`config.mk`:
```
export PLATFORM = sky130hd
export DESIGN_NAME = sram_march_bist_flat
export DESIGN_NICKNAME = d
export VERILOG_FILES = /design/src/rtl/sram_bist_pkg.sv /design/src/rtl/sram_march_bist_if.sv /design/src/rtl/sram_bist_addr_seq.sv /design/src/rtl/sram_march_bist.sv /design/src/flat_wrapper.sv
export SDC_FILE = /design/constraint.sdc
export NUM_CORES = 1
export LEC_CHECK = 0
export ABC_AREA = 1
export BUFFER_PORTS_ARGS = -buffer_cell sky130_fd_sc_hd__buf_2
export CAP_MARGIN = 20
export CELL_PAD_IN_SITES_DETAIL_PLACEMENT = 1
export CELL_PAD_IN_SITES_GLOBAL_PLACEMENT = 1
export CORE_ASPECT_RATIO = 0.75
export CORE_UTILIZATION = 31
export CTS_CLUSTER_DIAMETER = 30
export DETAILED_ROUTE_END_ITERATION = 7
export PLACE_DENSITY_LB_ADDON = 0.25
export SYNTH_ARGS = -nofsm -noshare
export SYNTH_HDL_FRONTEND = slang
export SYNTH_SLANG_ARGS = --single-unit
export TNS_END_PERCENT = 1
```
`constraint.sdc`:
```
create_clock -name clk -period 2 [get_ports clk]
set_input_delay 0.6 -clock clk [delete_from_list [all_inputs] [get_ports clk]]
set_output_delay 0.6 -clock clk [all_outputs]
set_load 0.005 [all_outputs]
```
`src/rtl/sram_bist_pkg.sv`:
```
// Shared types and per-element constants for the March C- BIST controller.
package sram_bist_pkg;

   typedef enum logic [3:0] {
      ST_IDLE  = 4'd0,
      ST_M0    = 4'd1,
      ST_M1    = 4'd2,
      ST_M2    = 4'd3,
      ST_M3    = 4'd4,
      ST_M4    = 4'd5,
      ST_M5    = 4'd6,
      ST_DRAIN = 4'd7,
      ST_DONE  = 4'd8
   } bist_state_e;

   // Backgrounds are single bits replicated across the word by the user.
   localparam logic BG0 = 1'b0;
   localparam logic BG1 = 1'b1;

   typedef struct packed {
      logic dir_down;
      logic rd_bg;
      logic wr_bg;
      logic has_read;
      logic has_write;
   } elem_info_t;

   // Per-element operation table; non-march states report no operations.
   function automatic elem_info_t elem_info(input bist_state_e s);
      elem_info_t e;
      e = '0;
      case (s)
         ST_M0:   e = '{dir_down: 1'b0, rd_bg: BG0, wr_bg: BG0, has_read: 1'b0, has_write: 1'b1};
         ST_M1:   e = '{dir_down: 1'b0, rd_bg: BG0, wr_bg: BG1, has_read: 1'b1, has_write: 1'b1};
         ST_M2:   e = '{dir_down: 1'b0, rd_bg: BG1, wr_bg: BG0, has_read: 1'b1, has_write: 1'b1};
         ST_M3:   e = '{dir_down: 1'b1, rd_bg: BG0, wr_bg: BG1, has_read: 1'b1, has_write: 1'b1};
         ST_M4:   e = '{dir_down: 1'b1, rd_bg: BG1, wr_bg: BG0, has_read: 1'b1, has_write: 1'b1};
         ST_M5:   e = '{dir_down: 1'b0, rd_bg: BG0, wr_bg: BG0, has_read: 1'b1, has_write: 1'b0};
         default: e = '0;
      endcase
      return e;
   endfunction

   // Element that follows a given state once its last address is done.
   function automatic bist_state_e next_elem(input bist_state_e s);
      bist_state_e n;
      case (s)
         ST_IDLE: n = ST_M0;
         ST_M0:   n = ST_M1;
         ST_M1:   n = ST_M2;
         ST_M2:   n = ST_M3;
         ST_M3:   n = ST_M4;
         ST_M4:   n = ST_M5;
         ST_M5:   n = ST_DRAIN;
         default: n = ST_IDLE;
      endcase
      return n;
   endfunction

endpackage

```
`src/rtl/sram_march_bist_if.sv`:
```
// SRAM port-0 bundle. The master drives commands and receives read data.
interface sram_march_bist_if #(
   parameter int DATA_WIDTH = 32,
   parameter int ADDR_WIDTH = 5,
   parameter int NUM_WMASKS = 4
) ();
   // Commands are qualified by csb0 (active low); dout0 is valid the cycle
   // after a read (csb0=0, web0=1) and holds until the next read.
   logic                  csb0;
   logic                  web0;
   logic [NUM_WMASKS-1:0] wmask0;
   logic [ADDR_WIDTH-1:0] addr0;
   logic [DATA_WIDTH-1:0] din0;
   logic [DATA_WIDTH-1:0] dout0;

   modport master (output csb0, web0, wmask0, addr0, din0, input dout0);
   modport slave  (input csb0, web0, wmask0, addr0, din0, output dout0);
endinterface

```
`src/rtl/sram_bist_addr_seq.sv`:
```
// Up/down address counter with load, step and terminal-address flag.
module sram_bist_addr_seq #(
   parameter int ADDR_WIDTH = 5,
   parameter int RAM_DEPTH  = 1 << ADDR_WIDTH
) (
   input  logic                  clk,
   input  logic                  rst,
   input  logic                  i_load,
   input  logic                  i_load_down,
   input  logic                  i_step,
   output logic [ADDR_WIDTH-1:0] o_addr,
   output logic                  o_last
);
   localparam logic [ADDR_WIDTH-1:0] LAST_ADDR = ADDR_WIDTH'(RAM_DEPTH - 1);

   logic [ADDR_WIDTH-1:0] r_addr;
   logic                  r_down;

   // Load picks the start address for the direction; step never passes the end.
   always_ff @(posedge clk) begin
      if (rst) begin
         r_addr <= '0;
         r_down <= 1'b0;
      end else if (i_load) begin
         r_down <= i_load_down;
         r_addr <= i_load_down ? LAST_ADDR : '0;
      end else if (i_step) begin
         r_addr <= r_down ? (r_addr - ADDR_WIDTH'(1)) : (r_addr + ADDR_WIDTH'(1));
      end
   end

   assign o_addr = r_addr;
   assign o_last = r_down ? (r_addr == '0) : (r_addr == LAST_ADDR);
endmodule

```
`src/rtl/sram_march_bist.sv`:
```
// March C- BIST controller for SRAM port 0 with system passthrough when idle.
module sram_march_bist
   import sram_bist_pkg::*;
#(
   parameter int DATA_WIDTH = 32,
   parameter int ADDR_WIDTH = 5,
   parameter int NUM_WMASKS = 4,
   parameter int RAM_DEPTH  = 1 << ADDR_WIDTH,
   parameter int CNT_WIDTH  = 8
) (
   input  logic                  clk,
   input  logic                  rst,
   input  logic                  start,
   output logic                  busy,
   output logic                  done,
   output logic                  pass,
   output logic [CNT_WIDTH-1:0]  fail_count,
   output logic [ADDR_WIDTH-1:0] fail_addr,
   output logic [DATA_WIDTH-1:0] fail_expected,
   output logic [DATA_WIDTH-1:0] fail_actual,
   output bist_state_e           o_dbg_state,
   sram_march_bist_if.slave      sys,
   sram_march_bist_if.master     mem
);
   bist_state_e           r_state;
   logic                  r_phase;      // 0 = read slot, 1 = write slot
   logic                  r_busy;
   logic                  r_done;
   logic                  r_pass;
   logic [CNT_WIDTH-1:0]  r_fail_count;
   logic [ADDR_WIDTH-1:0] r_fail_addr;
   logic [DATA_WIDTH-1:0] r_fail_exp;
   logic [DATA_WIDTH-1:0] r_fail_act;
   logic                  r_cmp_valid;
   logic [ADDR_WIDTH-1:0] r_cmp_addr;
   logic [DATA_WIDTH-1:0] r_cmp_exp;

   logic                  w_active;
   logic                  w_has_rd;
   logic                  w_has_wr;
   logic                  w_two_op;
   logic                  w_is_rd;
   logic                  w_is_wr;
   logic                  w_elem_end;
   logic                  w_load;
   logic                  w_step;
   logic                  w_load_down;
   logic [ADDR_WIDTH-1:0] w_addr;
   logic                  w_last;
   logic                  w_mismatch;

   assign w_active    = r_state inside {ST_M0, ST_M1, ST_M2, ST_M3, ST_M4, ST_M5};
   assign w_has_rd    = elem_info(r_state).has_read;
   assign w_has_wr    = elem_info(r_state).has_write;
   assign w_two_op    = w_has_rd && w_has_wr;
   assign w_is_rd     = w_active && w_has_rd && (!w_has_wr || !r_phase);
   assign w_is_wr     = w_active && w_has_wr && (!w_has_rd || r_phase);
   // Two-op elements advance after the write slot, single-op ones every cycle.
   assign w_elem_end  = w_active && w_last && (!w_two_op || r_phase);
   assign w_step      = w_active && !w_elem_end && (!w_two_op || r_phase);
   assign w_load      = ((r_state == ST_IDLE) && start) || w_elem_end;
   assign w_load_down = elem_info(next_elem(r_state)).dir_down;
   assign w_mismatch  = r_cmp_valid && (mem.dout0 != r_cmp_exp);

   sram_bist_addr_seq #(
      .ADDR_WIDTH (ADDR_WIDTH),
      .RAM_DEPTH  (RAM_DEPTH)
   ) u_addr_seq (
      .clk         (clk),
      .rst         (rst),
      .i_load      (w_load),
      .i_load_down (w_load_down),
      .i_step      (w_step),
      .o_addr      (w_addr),
      .o_last      (w_last)
   );

   // Control FSM plus the compare pipeline and first-failure capture.
   always_ff @(posedge clk) begin
      if (rst) begin
         r_state      <= ST_IDLE;
         r_phase      <= 1'b0;
         r_busy       <= 1'b0;
         r_done       <= 1'b0;
         r_pass       <= 1'b0;
         r_fail_count <= '0;
         r_fail_addr  <= '0;
         r_fail_exp   <= '0;
         r_fail_act   <= '0;
         r_cmp_valid  <= 1'b0;
         r_cmp_addr   <= '0;
         r_cmp_exp    <= '0;
      end else begin
         r_done      <= 1'b0;
         r_cmp_valid <= w_is_rd;
         r_cmp_addr  <= w_addr;
         r_cmp_exp   <= {DATA_WIDTH{elem_info(r_state).rd_bg}};
         if (w_mismatch) begin
            if (r_fail_count != '1) r_fail_count <= r_fail_count + CNT_WIDTH'(1);
            if (r_fail_count == '0) begin
               r_fail_addr <= r_cmp_addr;
               r_fail_exp  <= r_cmp_exp;
               r_fail_act  <= mem.dout0;
            end
         end
         case (r_state)
            ST_IDLE: begin
               if (start) begin
                  r_state      <= ST_M0;
                  r_phase      <= 1'b0;
                  r_busy       <= 1'b1;
                  r_pass       <= 1'b0;
                  r_fail_count <= '0;
                  r_fail_addr  <= '0;
                  r_fail_exp   <= '0;
                  r_fail_act   <= '0;
               end
            end
            ST_M0, ST_M1, ST_M2, ST_M3, ST_M4, ST_M5: begin
               if (w_two_op) r_phase <= ~r_phase;
               if (w_elem_end) begin
                  r_state <= next_elem(r_state);
                  r_phase <= 1'b0;
               end
            end
            ST_DRAIN: begin
               r_state <= ST_DONE;
               r_busy  <= 1'b0;
               r_done  <= 1'b1;
               r_pass  <= (r_fail_count == '0) && !w_mismatch;
            end
            default: begin
               r_state <= ST_IDLE;
            end
         endcase
      end
   end

   // Port mux: system traffic passes through unless the test owns the SRAM.
   always_comb begin
      mem.csb0   = sys.csb0;
      mem.web0   = sys.web0;
      mem.wmask0 = sys.wmask0;
      mem.addr0  = sys.addr0;
      mem.din0   = sys.din0;
      if (r_busy) begin
         mem.csb0   = !(w_is_rd || w_is_wr);
         mem.web0   = !w_is_wr;
         mem.wmask0 = '1;
         mem.addr0  = w_addr;
         mem.din0   = {DATA_WIDTH{elem_info(r_state).wr_bg}};
      end
   end

   assign sys.dout0     = mem.dout0;
   assign busy          = r_busy;
   assign done          = r_done;
   assign pass          = r_pass;
   assign fail_count    = r_fail_count;
   assign fail_addr     = r_fail_addr;
   assign fail_expected = r_fail_exp;
   assign fail_actual   = r_fail_act;
   assign o_dbg_state   = r_state;
endmodule
```
`src/flat_wrapper.sv`:
```
// flat-port wrapper written by rule: the top's interface ports become plain ports
module sram_march_bist_flat import sram_bist_pkg::*;
#(
   parameter int DATA_WIDTH = 32,
   parameter int ADDR_WIDTH = 5,
   parameter int NUM_WMASKS = 4,
   parameter int RAM_DEPTH  = 1 << ADDR_WIDTH,
   parameter int CNT_WIDTH  = 8
)
  (clk, rst, start, busy, done, pass, fail_count, fail_addr, fail_expected, fail_actual, o_dbg_state, sys_csb0, sys_web0, sys_wmask0, sys_addr0, sys_din0, sys_dout0, mem_csb0, mem_web0, mem_wmask0, mem_addr0, mem_din0, mem_dout0);
  sram_march_bist_if #(.DATA_WIDTH(DATA_WIDTH), .ADDR_WIDTH(ADDR_WIDTH), .NUM_WMASKS(NUM_WMASKS)) sys_i ();
  sram_march_bist_if #(.DATA_WIDTH(DATA_WIDTH), .ADDR_WIDTH(ADDR_WIDTH), .NUM_WMASKS(NUM_WMASKS)) mem_i ();
  input  logic clk;
  input  logic rst;
  input  logic start;
  output logic busy;
  output logic done;
  output logic pass;
  output logic [CNT_WIDTH-1:0] fail_count;
  output logic [ADDR_WIDTH-1:0] fail_addr;
  output logic [DATA_WIDTH-1:0] fail_expected;
  output logic [DATA_WIDTH-1:0] fail_actual;
  output bist_state_e o_dbg_state;
  input wire logic [$bits(sys_i.csb0)-1:0] sys_csb0;
  input wire logic [$bits(sys_i.web0)-1:0] sys_web0;
  input wire logic [$bits(sys_i.wmask0)-1:0] sys_wmask0;
  input wire logic [$bits(sys_i.addr0)-1:0] sys_addr0;
  input wire logic [$bits(sys_i.din0)-1:0] sys_din0;
  output wire logic [$bits(sys_i.dout0)-1:0] sys_dout0;
  output wire logic [$bits(mem_i.csb0)-1:0] mem_csb0;
  output wire logic [$bits(mem_i.web0)-1:0] mem_web0;
  output wire logic [$bits(mem_i.wmask0)-1:0] mem_wmask0;
  output wire logic [$bits(mem_i.addr0)-1:0] mem_addr0;
  output wire logic [$bits(mem_i.din0)-1:0] mem_din0;
  input wire logic [$bits(mem_i.dout0)-1:0] mem_dout0;
  assign sys_i.csb0 = sys_csb0;
  assign sys_i.web0 = sys_web0;
  assign sys_i.wmask0 = sys_wmask0;
  assign sys_i.addr0 = sys_addr0;
  assign sys_i.din0 = sys_din0;
  assign sys_dout0 = sys_i.dout0;
  assign mem_csb0 = mem_i.csb0;
  assign mem_web0 = mem_i.web0;
  assign mem_wmask0 = mem_i.wmask0;
  assign mem_addr0 = mem_i.addr0;
  assign mem_din0 = mem_i.din0;
  assign mem_i.dout0 = mem_dout0;
  sram_march_bist #(.DATA_WIDTH(DATA_WIDTH), .ADDR_WIDTH(ADDR_WIDTH), .NUM_WMASKS(NUM_WMASKS), .RAM_DEPTH(RAM_DEPTH), .CNT_WIDTH(CNT_WIDTH)) u_core (.clk(clk), .rst(rst), .start(start), .busy(busy), .done(done), .pass(pass), .fail_count(fail_count), .fail_addr(fail_addr), .fail_expected(fail_expected), .fail_actual(fail_actual), .o_dbg_state(o_dbg_state), .sys(sys_i), .mem(mem_i));
endmodule
```
==> qor.csv, run 1 <==
metric,value,unit
detail-route-antenna-nets,0,
port_buffers,236,
timing.final.setup_violations,34,
global_route_wire_length_before_repair,25400,µm
reg2regPathDepth,9,
number_of_placement_rows,40,
area_growth,38.7,%
total_die_area,16800,µm²
critical-path-slowest-cell,sky130_fd_sc_hd__dfxtp_4,
path_max_fanout,8,
gr-usage-all-layers,0.190,
share_of_cells_above_drive_strength_1,0.325,
max-clock-path-buffers,2,
drt_iter0_markers,192,
pre_cts_slack,-0.0632,ns
core_area,16000,µm²
syn_inst,809,
power_frac_seq,0.315,
p_switching,3.65,mW
power.ir.vdd_worst,0.572,mV
totalWireLength,16000,µm
combinationalPowerShare,0.488,
finalWeightedCongestion,0.794,
numCtsBuffers,9,
count_of_inserted_antenna_diode_cells,0,
clkLatencyLatePin,0.34,ns
initial_util,0.317,
synth.yosys.warnings,0,
cts_tree,yes,
wl_per_cell,12.8,µm
cellLeakagePower,4.13,nW
grt_max_degree,33,
yosysSeqAreaShare,0.388,
final_cells,1248,
worst_tran_pin_value,0.357,ns
cts_htree_levels,3,
dpl.hpwl,12000,µm
grt_pass1_vias,5212,
critical-path-top-delay-family,simple AND/OR/NAND/NOR gates,
min_period,2.18,ns
worst_hold_path_type,flip-flop to flip-flop,
endpoint_kind,output pin,
grt_setup_unrepaired,true,
critPathLaunchType,flip-flop,
synth.net_count,893,
timing.clock.skew,0.00932,ns
arrival,1.58,ns
mean_instance_size_in_the_synthesized_netlist,6.25,µm²
max_freq,458,MHz
critical_path_class,flip-flop to output pin,
grt_overflow_total,0,
worst_hold_path.num_cells,2,
number_of_top_level_pins,237,
floorplan.die.width,150,µm
slew_headroom,0.762,
power-per-cell-area,1280,nW/µm²
drc_errors,0,
final_min_period_over_clock_period,1.09,
clock-sinks,98,
power.clock.fraction,0.197,
post_synth_num_cell_types,31,
final-hold-violation-count,0,
dr.pass1.iters,4,
post-route-worst-setup-slack,-0.184,ns
number_of_buffers_added_to_fix_hold_violations_after_cts,0,
placedCellCount,1223,
sw_frac_of_total,0.406,
internal_dissipation,5.35,mW
violations,setup timing,
detail_route.vias_per_cell,4.29,
route.vias.total,5358,
cp.depth,8,
final-max-slew-violation-count,0,
ys_ff_latch,98,
antenna_found_initial,0,
maxCapViolations,0,
required,1.40,ns
crit_buf_inv,3,
die_y,113,µm
outcome,"complete, but fails checks",
cell_by_cell_trace_of_the_critical_path,inv_4 > nor2_4 > nand2_2 > nand2_4 > nand3_4 > buf_16 > nand2_1 > buf_2,
finalNetCount,1117,
clock_tree.root_cell,sky130_fd_sc_hd__clkbuf_16,
clk_pin_slew_worst_paths,0.07,ns
critPathMaxStageDelay,0.38,ns
mappedNetlistArea,5060,µm²
-- worst register-to-register path: cells and delay by family, from the launching register on --
family / cells / cell delay [ns]
AND/OR/NAND/NOR: 4 / 0.51
buffers and inverters: 3 / 0.48
flip-flops: 1 / 0.31
AO/OA/AOI/OAI: 1 / 0.22
adder cells (fa/ha/maj): 1 / 0.17
-- final timing paths --
| kind | endpoint | from | slack (ns) |
|---|---|---|---|
| worst max-delay path | mem_din0[24] | u_core.o_dbg_state[2]$_SDFFE_PP0P_ | -0.18 |
| worst min-delay path | u_core.fail_addr[1]$_SDFF_PP0_ | u_core.r_cmp_addr[1]$_SDFF_PP0_ | 0.46 |
| worst max register to register | u_core.fail_expected[21]$_SDFF_PP0_ | u_core.fail_count[0]$_SDFF_PP0_ | 0.19 |
| worst min register to register | u_core.fail_addr[1]$_SDFF_PP0_ | u_core.r_cmp_addr[1]$_SDFF_PP0_ | 0.46 |
-- registers in the layout, indices dropped and copies added, names as in the netlist --
name,flops
u_core.fail_count,8
u_core.fail_addr,5
u_core.u_addr_seq.o_addr,5
u_core.u_addr_seq.r_down,1
u_core.fail_expected,32
u_core.r_cmp_valid,1
u_core.r_phase,1
u_core.r_cmp_addr,5
u_core.pass,1
u_core.done,1
u_core.fail_actual,32
u_core.o_dbg_state,4
u_core.busy,1
u_core.r_cmp_exp,1
-- routing by layer --
metal	up-vias	GRT usage	part of all wire
met5	-	0	0
met4	0	0.0408	0.0075
met3	9	0.0451	0.059
met2	146	0.313	0.45
li1	2786	-	-
met1	2417	0.250	0.48
-- layout make-up --
class | instances | area, µm²
inverters | 146 | 554
clock inverters | 7 | 73.8
multi-input cells | 503 | 2260
fillers | 2164 | 8950
well taps | 210 | 263
flip-flops and latches | 98 | 1980
clock buffers | 9 | 225
repair buffers | 275 | 1670
-- timing repair --
item                                    in CTS  in global routing
endpoints found under the setup margin      39                105
resized for setup                           32                 33
pin swaps                                    3                  4
buffers inserted                             3                  3
gates cloned                                 3                  0
-- synth_stat cells --
| library cell | number | area [µm²] |
|---|---|---|
| sky130_fd_sc_hd__clkinv_1 | 1 | 3.75 |
| sky130_fd_sc_hd__or2_1 | 4 | 25.0 |
| sky130_fd_sc_hd__nand2_1 | 251 | 942 |
| sky130_fd_sc_hd__a31oi_1 | 1 | 6.26 |
| sky130_fd_sc_hd__ha_1 | 5 | 62.6 |
| sky130_fd_sc_hd__xnor2_1 | 2 | 17.5 |
| sky130_fd_sc_hd__clkbuf_1 | 13 | 48.8 |
| sky130_fd_sc_hd__buf_2 | 10 | 50.1 |
| sky130_fd_sc_hd__dfxtp_1 | 98 | 1960 |
| sky130_fd_sc_hd__fa_1 | 1 | 20.0 |
| sky130_fd_sc_hd__o21ai_0 | 14 | 70.1 |
| sky130_fd_sc_hd__buf_4 | 33 | 248 |
| sky130_fd_sc_hd__inv_2 | 3 | 11.3 |
| sky130_fd_sc_hd__nor2_1 | 155 | 582 |
| sky130_fd_sc_hd__nand3_1 | 23 | 115 |
| sky130_fd_sc_hd__nand3b_1 | 5 | 37.5 |
| sky130_fd_sc_hd__a21oi_1 | 14 | 70.1 |
| sky130_fd_sc_hd__a21o_1 | 1 | 7.51 |
| sky130_fd_sc_hd__buf_6 | 4 | 45.0 |
| sky130_fd_sc_hd__nor4_2 | 1 | 12.5 |
| sky130_fd_sc_hd__a211oi_1 | 2 | 15.0 |
| sky130_fd_sc_hd__or2_2 | 4 | 25.0 |
| sky130_fd_sc_hd__xor2_1 | 2 | 17.5 |
| sky130_fd_sc_hd__nand3_4 | 1 | 17.5 |
| sky130_fd_sc_hd__nand4_1 | 7 | 43.8 |
| sky130_fd_sc_hd__nand2_4 | 1 | 11.3 |
| sky130_fd_sc_hd__buf_1 | 2 | 7.51 |
| sky130_fd_sc_hd__inv_1 | 142 | 533 |
| sky130_fd_sc_hd__o21ai_2 | 1 | 8.76 |
| sky130_fd_sc_hd__nor3_1 | 7 | 35.0 |
| sky130_fd_sc_hd__a221oi_1 | 1 | 8.76 |
-- cells by family after synthesis --
group                    Yosys count  share of synthesized area
AND/OR/NAND/NOR                  459                      0.365
buffers and inverters            208                      0.187
flip-flops                        98                      0.388
AO/OA/AOI/OAI                     34                     0.0368
adder cells (fa/ha/maj)            6                     0.0163
XOR/XNOR                           4                    0.00693
-- per-stage QoR --
step                      hold WS, ns  area (µm²)  power [mW]  setup TNS [ns]   util
after detailed placement        0.451        6400        6.84           -2.45  0.401
after CTS                       0.467        6900        8.93           -6.87  0.432
final                           0.462        7020        9.01           -5.65  0.440
after floorplan                 0.429        5060        5.19               0      -
after global routing            0.490        7020        9.80           -8.64  0.440
after global placement          0.438        6400        6.73           -2.23  0.401
-- layout by cell type, fill, tap and decap left out, types with 4 or more instances in the layout --
| cell type | count |
|---|---|
| sky130_fd_sc_hd__a21oi_1 | 13 |
| sky130_fd_sc_hd__buf_12 | 7 |
| sky130_fd_sc_hd__buf_2 | 229 |
| sky130_fd_sc_hd__buf_4 | 29 |
| sky130_fd_sc_hd__buf_6 | 7 |
| sky130_fd_sc_hd__clkbuf_16 | 9 |
| sky130_fd_sc_hd__dfxtp_1 | 93 |
| sky130_fd_sc_hd__ha_1 | 5 |
| sky130_fd_sc_hd__inv_1 | 140 |
| sky130_fd_sc_hd__nand2_1 | 231 |
| sky130_fd_sc_hd__nand2_2 | 17 |
| sky130_fd_sc_hd__nand2_4 | 4 |
| sky130_fd_sc_hd__nand3_1 | 22 |
| sky130_fd_sc_hd__nand3b_1 | 5 |
| sky130_fd_sc_hd__nand4_1 | 7 |
| sky130_fd_sc_hd__nor2_1 | 152 |
| sky130_fd_sc_hd__nor3_1 | 7 |
| sky130_fd_sc_hd__o21ai_0 | 7 |
| sky130_fd_sc_hd__o21ai_1 | 4 |
| sky130_fd_sc_hd__o21ai_2 | 4 |
| sky130_fd_sc_hd__or2_1 | 4 |
| sky130_fd_sc_hd__or2_2 | 4 |
-- power by group through the flow --
| stage | clock network, mW | logic [mW] | registers, mW |
|---|---|---|---|
| 5_1_grt | 1.91 | 4.98 | 2.90 |
| 4_1_cts | 1.83 | 4.28 | 2.82 |
| 2_1_floorplan | 0 | 2.37 | 2.82 |
| 3_3_place_gp | 0 | 3.91 | 2.82 |
| 3_5_place_dp | 0 | 3.99 | 2.84 |
| 6_report | 1.77 | 4.40 | 2.83 |
(Power assumes the default switching activity.)
==> inputs of run 2 (changes only) <==
Settings changed: RECOVER_POWER from default to 50.
==> run 2 against run 1 <==
Against the previous run:
- the run still ends with setup timing left
- worst setup slack got worse by 0.00051 ns
- sequential share of layout area is 0.39 points higher
- critical path depth is the same
- total power down 0.71%
- combinational power shrank 2%
- wire length about the same
- clock skew is essentially flat
- non-clock buffer count unchanged
- clock power is essentially flat
- flip-flop and latch count stayed put
- largest power group unchanged
==> qor.csv, run 2 (synthesis results as in run 1) <==
metric,value,unit,change
outcome,"complete, but fails checks",,unchanged
violations,setup timing,,unchanged
port_buffers,236,,unchanged
hold_path_startpoint,u_core.r_cmp_addr[1]$_SDFF_PP0_,,unchanged
critPathMaxStageDelay,0.38,ns,about the same
power.ir.vdd_worst,0.571,mV,was 0.572 mV
area_growth,36.8,%,was 38.7%
power.clock.fraction,0.199,,was 0.197
drt_iter0_markers,180,,was 192
dpl.hpwl,12000,µm,unchanged
timing.clock.skew,0.00910,ns,was 0.00932 ns
worstSetupStartpoint,u_core.o_dbg_state[2]$_SDFFE_PP0P_,,unchanged
grt_setup_unrepaired,true,,unchanged
final-max-slew-violation-count,0,,unchanged
clkLatencyLatePin,0.34,ns,about the same
gr-usage-all-layers,0.190,,unchanged
total_die_area,16800,µm²,unchanged
grt_overflow_total,0,,unchanged
min_period,2.18,ns,about the same
finalNetCount,1117,,unchanged
endpoint_kind,output pin,,unchanged
share_of_cells_above_drive_strength_1,0.253,,was 0.325
sw_frac_of_total,0.410,,was 0.406
cts_htree_levels,3,,unchanged
worst_hold_path.num_cells,2,,unchanged
initial_util,0.317,,unchanged
nFillCells,2200,,was 2164
final_common_cell,sky130_fd_sc_hd__nand2_1,,unchanged
clock-sinks,98,,unchanged
count_of_inserted_antenna_diode_cells,0,,unchanged
number_of_top_level_pins,237,,unchanged
numCtsBuffers,9,,unchanged
route.vias.total,5363,,was 5358
finalWeightedCongestion,0.794,,unchanged
arrival,1.58,ns,about the same
path_max_fanout,8,,unchanged
final_core_utilization,0.434,,was 0.440
max_freq,458,MHz,about the same
p_switching,3.66,mW,was 3.65 mW
final_min_period_over_clock_period,1.09,,about the same
totalWireLength,16000,µm,about the same
cellLeakagePower,3.85,nW,was 4.13 nW
dr.pass1.iters,5,,was 4
total_power,8.94,mW,was 9.01 mW
worst_hold_path_type,flip-flop to flip-flop,,unchanged
r2r-end,u_core.fail_expected[21]$_SDFF_PP0_,,unchanged
clk_pin_slew_worst_paths,0.07,ns,about the same
drc_errors,0,,unchanged
combinationalPowerShare,0.484,,was 0.488
internal_dissipation,5.28,mW,was 5.35 mW
wl_per_cell,12.8,µm,about the same
maxCapViolations,0,,unchanged
post-route-worst-setup-slack,-0.185,ns,was -0.184 ns
grt_pass1_vias,5212,,unchanged
setup_slack_of_the_most_critical_reg_to_reg_path,0.19,ns,about the same
detail-route-antenna-nets,0,,unchanged
worst_tran_pin_value,0.771,ns,was 0.357 ns
timing.final.setup_violations,34,,unchanged
grt_max_degree,33,,unchanged
clock_tree.root_cell,sky130_fd_sc_hd__clkbuf_16,,unchanged
required,1.40,ns,about the same
critical-path-slowest-cell,sky130_fd_sc_hd__dfxtp_4,,unchanged
placedCellCount,1223,,unchanged
cts_tree,yes,,unchanged
cell_by_cell_trace_of_the_critical_path,inv_4 > nor2_4 > nand2_2 > nand2_4 > nand3_4 > buf_16 > nand2_1 > buf_2,,unchanged
hold_end,u_core.fail_addr[1]$_SDFF_PP0_,,unchanged
slew_headroom,0.486,,was 0.762
max-clock-path-buffers,2,,unchanged
detail_route.vias_per_cell,4.30,,was 4.29
critical_path_class,flip-flop to output pin,,unchanged
antenna_found_initial,0,,unchanged
number_of_placement_rows,40,,unchanged
die_y,113,µm,unchanged
floorplan.die.width,150,µm,unchanged
most-common-layout-cells,"sky130_fd_sc_hd__nand2_1 (231), sky130_fd_sc_hd__buf_2 (156), sky130_fd_sc_hd__nor2_1 (152), sky130_fd_sc_hd__inv_1 (140), sky130_fd_sc_hd__dfxtp_1 (93)",,"was sky130_fd_sc_hd__nand2_1 (231), sky130_fd_sc_hd__buf_2 (229), sky130_fd_sc_hd__nor2_1 (152), sky130_fd_sc_hd__inv_1 (140), sky130_fd_sc_hd__dfxtp_1 (93)"
number_of_buffers_added_to_fix_hold_violations_after_cts,0,,unchanged
critPathLaunchType,flip-flop,,unchanged
power_frac_seq,0.318,,was 0.315
final_cells,1248,,unchanged
setup_tns,-5.66,ns,was -5.65 ns
final-hold-violation-count,0,,unchanged
global_route_wire_length_before_repair,25400,µm,unchanged
rr_startpoint,u_core.fail_count[0]$_SDFF_PP0_,,unchanged
reg2regPathDepth,9,,unchanged
core_area,16000,µm²,unchanged
power-per-cell-area,1290,nW/µm²,was 1280 nW/µm²
==> run 2: metrics by stage <==
step	worst slack [ns]	hold WS, ns	area, µm²
6_report	-0.185	0.464	6920
3_3_place_gp	-0.0536	0.438	6400
3_5_place_dp	-0.0632	0.451	6400
4_1_cts	-0.204	0.467	6900
2_1_floorplan	0.211	0.429	5060
5_1_grt	-0.262	0.490	6920
==> run 2: worst max path at each step <==
stage,to,slack (ns),cells after the start
6_report,mem_din0[24],-0.18,8
5_1_grt,mem_din0[11],-0.26,7
4_1_cts,mem_din0[29],-0.20,8
3_5_place_dp,u_core.fail_expected[19]$_SDFF_PP0_,-0.06,13
3_3_place_gp,u_core.fail_actual[19]$_SDFF_PP0_,-0.05,13
2_1_floorplan,u_core.fail_actual[16]$_SDFF_PP0_,0.21,13
==> run 2: final cells by class <==
cell class | count | area [µm²] | share of cell area
Multi-Input combinational cell | 503 | 2260 | 0.327
Timing Repair Buffer | 275 | 1570 | 0.227
Clock buffer | 9 | 225 | 0.0325
Tap cell | 210 | 263 | 0.0380
Clock inverter | 7 | 73.8 | 0.0107
Inverter | 146 | 554 | 0.0801
Sequential cell | 98 | 1980 | 0.285
==> run 2: worst max-delay path: cells and delay by family (launching register included) <==
family / cells / cell delay [ns]
buf+inv: 3 / 0.36
flops: 1 / 0.38
simple gates: 5 / 0.49
==> run 2: what timing repair did <==
item	4_1_cts	5_1_grt
buffers inserted	3	3
resized for setup	32	33
endpoints found under the setup margin	39	105
cloned	3	0
pin swaps	3	4
==> run 2: power by group through the flow <==
stage               clock network [mW]  registers [mW]  logic, mW
CTS                               1.83            2.82       4.28
floorplan                            0            2.82       2.37
detailed placement                   0            2.84       3.99
global placement                     0            2.82       3.91
global route                      1.91            2.91       4.91
finish                            1.78            2.84       4.33
==> run 2: metal layers <==
metal / GRT usage / vias to the layer above / part of all wire
li1: - / 2788 / -
met1: 0.250 / 2424 / 0.48
met2: 0.313 / 144 / 0.45
met3: 0.0451 / 7 / 0.058
met4: 0.0408 / 0 / 0.0067
met5: 0 / - / 0
==> inputs of run 3 (changes only) <==
Settings changed: CORE_UTILIZATION 31 to 32, CTS_BUF_LIST from default to sky130_fd_sc_hd__clkbuf_4 sky130_fd_sc_hd__clkbuf_8.
Clock period 2 ns to 2.15 ns, I/O delays scaled along.
==> run 3 against run 2 <==
Against the previous run:
- the flow still finishes with violations (setup timing)
- core utilization about the same
- wire length decreased by 3.3%
- global-route usage decreased by 0.13 points
- clock power decreased by 37%
- non-clock buffer count decreased by 7
- register-to-register slack improved by 0.07 ns
- highest routed layer unchanged
==> qor.csv, run 3 (synthesis results as in run 1) <==
metric,value,unit,change
outcome,"complete, but fails checks",,unchanged
violations,setup timing,,unchanged
internal_dissipation,4.38,mW,was 5.28 mW
reg2regPathDepth,13,,was 9
wl_per_cell,12.5,µm,was 12.8 µm
sw_frac_of_total,0.430,,was 0.410
drc_errors,0,,unchanged
initial_util,0.330,,was 0.317
timing.clock.skew,0.0144,ns,was 0.00910 ns
worst_hold_path.num_cells,2,,unchanged
crit_buf_inv,3,,unchanged
route.vias.total,5331,,was 5363
placement.cell_area,6270,µm²,was 6400 µm²
arrival,1.60,ns,was 1.58 ns
maxCapViolations,0,,unchanged
count_of_inserted_antenna_diode_cells,0,,unchanged
met1_length,7320,µm,was 7690 µm
endpoint_kind,output pin,,unchanged
clock-sinks,98,,unchanged
p_switching,3.31,mW,was 3.66 mW
number_of_top_level_pins,237,,unchanged
critPathLaunchType,flip-flop,,unchanged
area_growth,31.4,%,was 36.8%
gr-usage-all-layers,0.189,,was 0.190
floorplan.die.width,147,µm,was 150 µm
grt_pass1_vias,5125,,was 5212
grt_setup_unrepaired,true,,unchanged
clock_tree.root_cell,sky130_fd_sc_hd__clkbuf_8,,was sky130_fd_sc_hd__clkbuf_16
detail_route.vias_per_cell,4.31,,was 4.30
min_period,2.24,ns,
share_of_cells_above_drive_strength_1,0.240,,was 0.253
clkLatencyLatePin,0.39,ns,was 0.34 ns
finalWeightedCongestion,0.811,,was 0.794
setup_tns,-1.99,ns,was -5.66 ns
final-hold-violation-count,0,,unchanged
combinationalPowerShare,0.509,,was 0.484
clk_pin_slew_worst_paths,0.09,ns,was 0.07 ns
antenna_found_initial,0,,unchanged
critPathMaxStageDelay,0.39,ns,was 0.38 ns
global_route_wire_length_before_repair,24900,µm,was 25400 µm
required,1.50,ns,was 1.40 ns
final_common_cell,sky130_fd_sc_hd__nand2_1,,unchanged
number_of_placement_rows,39,,was 40
worst_tran_pin_value,0.805,ns,was 0.771 ns
max-clock-path-buffers,2,,unchanged
cellLeakagePower,3.71,nW,was 3.85 nW
post-route-cell-area,6650,µm²,was 6920 µm²
drt_iter0_markers,89,,was 180
grt_overflow_total,0,,unchanged
port_buffers,236,,unchanged
detail-route-antenna-nets,0,,unchanged
post-route-worst-setup-slack,-0.0917,ns,was -0.185 ns
dpl.hpwl,11600,µm,was 12000 µm
cts_tree,yes,,unchanged
numCtsBuffers,9,,unchanged
timing.final.setup_violations,33,,was 34
total_die_area,16300,µm²,was 16800 µm²
power.clock.fraction,0.147,,was 0.199
nFillCells,2134,,was 2200
cell_by_cell_trace_of_the_critical_path,inv_4 > nor2_4 > nand2_2 > nand2_4 > nand3_4 > clkbuf_16 > nand2_2 > buf_2,,was inv_4 > nor2_4 > nand2_2 > nand2_4 > nand3_4 > buf_16 > nand2_1 > buf_2
crit_path_frequent_cell,sky130_fd_sc_hd__nand2_2,,
cp.depth,8,,unchanged
highest_layer,met4,,unchanged
detailroute.wirelength.met2,7200,µm,was 7290 µm
power_frac_seq,0.345,,was 0.318
critical-path-slowest-cell,sky130_fd_sc_hd__dfxtp_4,,unchanged
final_min_period_over_clock_period,1.04,,
power.ir.vdd_worst,0.506,mV,was 0.571 mV
final-max-slew-violation-count,0,,unchanged
power-per-cell-area,1160,nW/µm²,was 1290 nW/µm²
max_freq,446,MHz,
wl_met3,798,µm,was 933 µm
dr.pass1.iters,4,,was 5
critical-path-top-delay-family,simple AND/OR/NAND/NOR gates,,unchanged
grt_max_degree,46,,was 33
placedCellCount,1206,,was 1223
slew_headroom,0.463,,was 0.486
final_cells,1236,,was 1248
final_core_utilization,0.434,,about the same
totalWireLength,15500,µm,was 16000 µm
most-common-layout-cells,"sky130_fd_sc_hd__nand2_1 (230), sky130_fd_sc_hd__nor2_1 (152), sky130_fd_sc_hd__buf_2 (151), sky130_fd_sc_hd__inv_1 (140), sky130_fd_sc_hd__dfxtp_1 (93)",,"was sky130_fd_sc_hd__nand2_1 (231), sky130_fd_sc_hd__buf_2 (156), sky130_fd_sc_hd__nor2_1 (152), sky130_fd_sc_hd__inv_1 (140), sky130_fd_sc_hd__dfxtp_1 (93)"
finalNetCount,1110,,was 1117
cts_htree_levels,3,,unchanged
worst_hold_path_type,flip-flop to flip-flop,,unchanged
core_area,15300,µm²,was 16000 µm²
critical_path_class,flip-flop to output pin,,unchanged
die_y,111,µm,was 113 µm
path_max_fanout,6,,was 8
## run 3: area by class of cell
| class | count | area, µm² | area share |
|---|---|---|---|
| clock inverter | 6 | 42.5 | 0.00640 |
| sequential | 98 | 1980 | 0.297 |
| tap | 205 | 256 | 0.0386 |
| timing repair buffer | 268 | 1440 | 0.217 |
| multi-input combinational | 503 | 2250 | 0.338 |
| inverter | 146 | 551 | 0.0828 |
| clock buffer | 10 | 131 | 0.0198 |
## run 3: final timing paths
check	endpoint	from	slack, ns
worst min-delay path	u_core.fail_addr[4]$_SDFF_PP0_	u_core.r_cmp_addr[4]$_SDFF_PP0_	0.47
worst max-delay path	mem_din0[13]	u_core.o_dbg_state[2]$_SDFFE_PP0P_	-0.09
worst max register to register	u_core.u_addr_seq.o_addr[3]$_SDFFE_PP0P_	u_core.o_dbg_state[2]$_SDFFE_PP0P_	0.26
worst min register to register	u_core.fail_addr[4]$_SDFF_PP0_	u_core.r_cmp_addr[4]$_SDFF_PP0_	0.47
## run 3: power groups by stage
stage,clock network [mW],registers [mW],logic (mW)
after floorplan,0,2.62,2.20
after global placement,0,2.63,3.52
after detailed placement,0,2.65,3.60
after CTS,1.18,2.62,3.83
after global routing,1.26,2.72,4.45
final,1.13,2.65,3.91
## run 3: what timing repair did
item,CTS,global route
hold buffers,0,0
resized for setup,30,30
setup endpoints to repair,39,39
pin swaps,3,3
cloned,3,1
buffers inserted,7,3
## run 3: metal layers
metal,global-route usage,vias to the layer above
met2,0.316,152
met4,0.0515,0
li1,-,2762
met1,0.242,2404
met5,0,-
met3,0.0436,13
## run 3: metrics by stage
| step | power [mW] | hold slack (ns) | setup WS, ns |
|---|---|---|---|
| 6_report | 7.68 | 0.469 | -0.0917 |
| 2_1_floorplan | 4.83 | 0.429 | 0.316 |
| 3_3_place_gp | 6.15 | 0.441 | 0.128 |
| 3_5_place_dp | 6.25 | 0.456 | 0.0666 |
| 5_1_grt | 8.42 | 0.491 | -0.189 |
| 4_1_cts | 7.63 | 0.481 | -0.0885 |
## run 3: worst register-to-register path, cell delays in order (launching register included)
cell	delay, ns
sky130_fd_sc_hd__dfxtp_4	0.39
sky130_fd_sc_hd__inv_4	0.04
sky130_fd_sc_hd__nor2_4	0.11
sky130_fd_sc_hd__nand2_2	0.10
sky130_fd_sc_hd__nand2_4	0.08
sky130_fd_sc_hd__buf_4	0.10
sky130_fd_sc_hd__buf_4	0.10
sky130_fd_sc_hd__nand2_1	0.10
sky130_fd_sc_hd__nand3_1	0.24
sky130_fd_sc_hd__nand2_1	0.11
sky130_fd_sc_hd__nand2_1	0.19
sky130_fd_sc_hd__nand3_1	0.11
sky130_fd_sc_hd__nand2_1	0.07
sky130_fd_sc_hd__inv_1	0.04
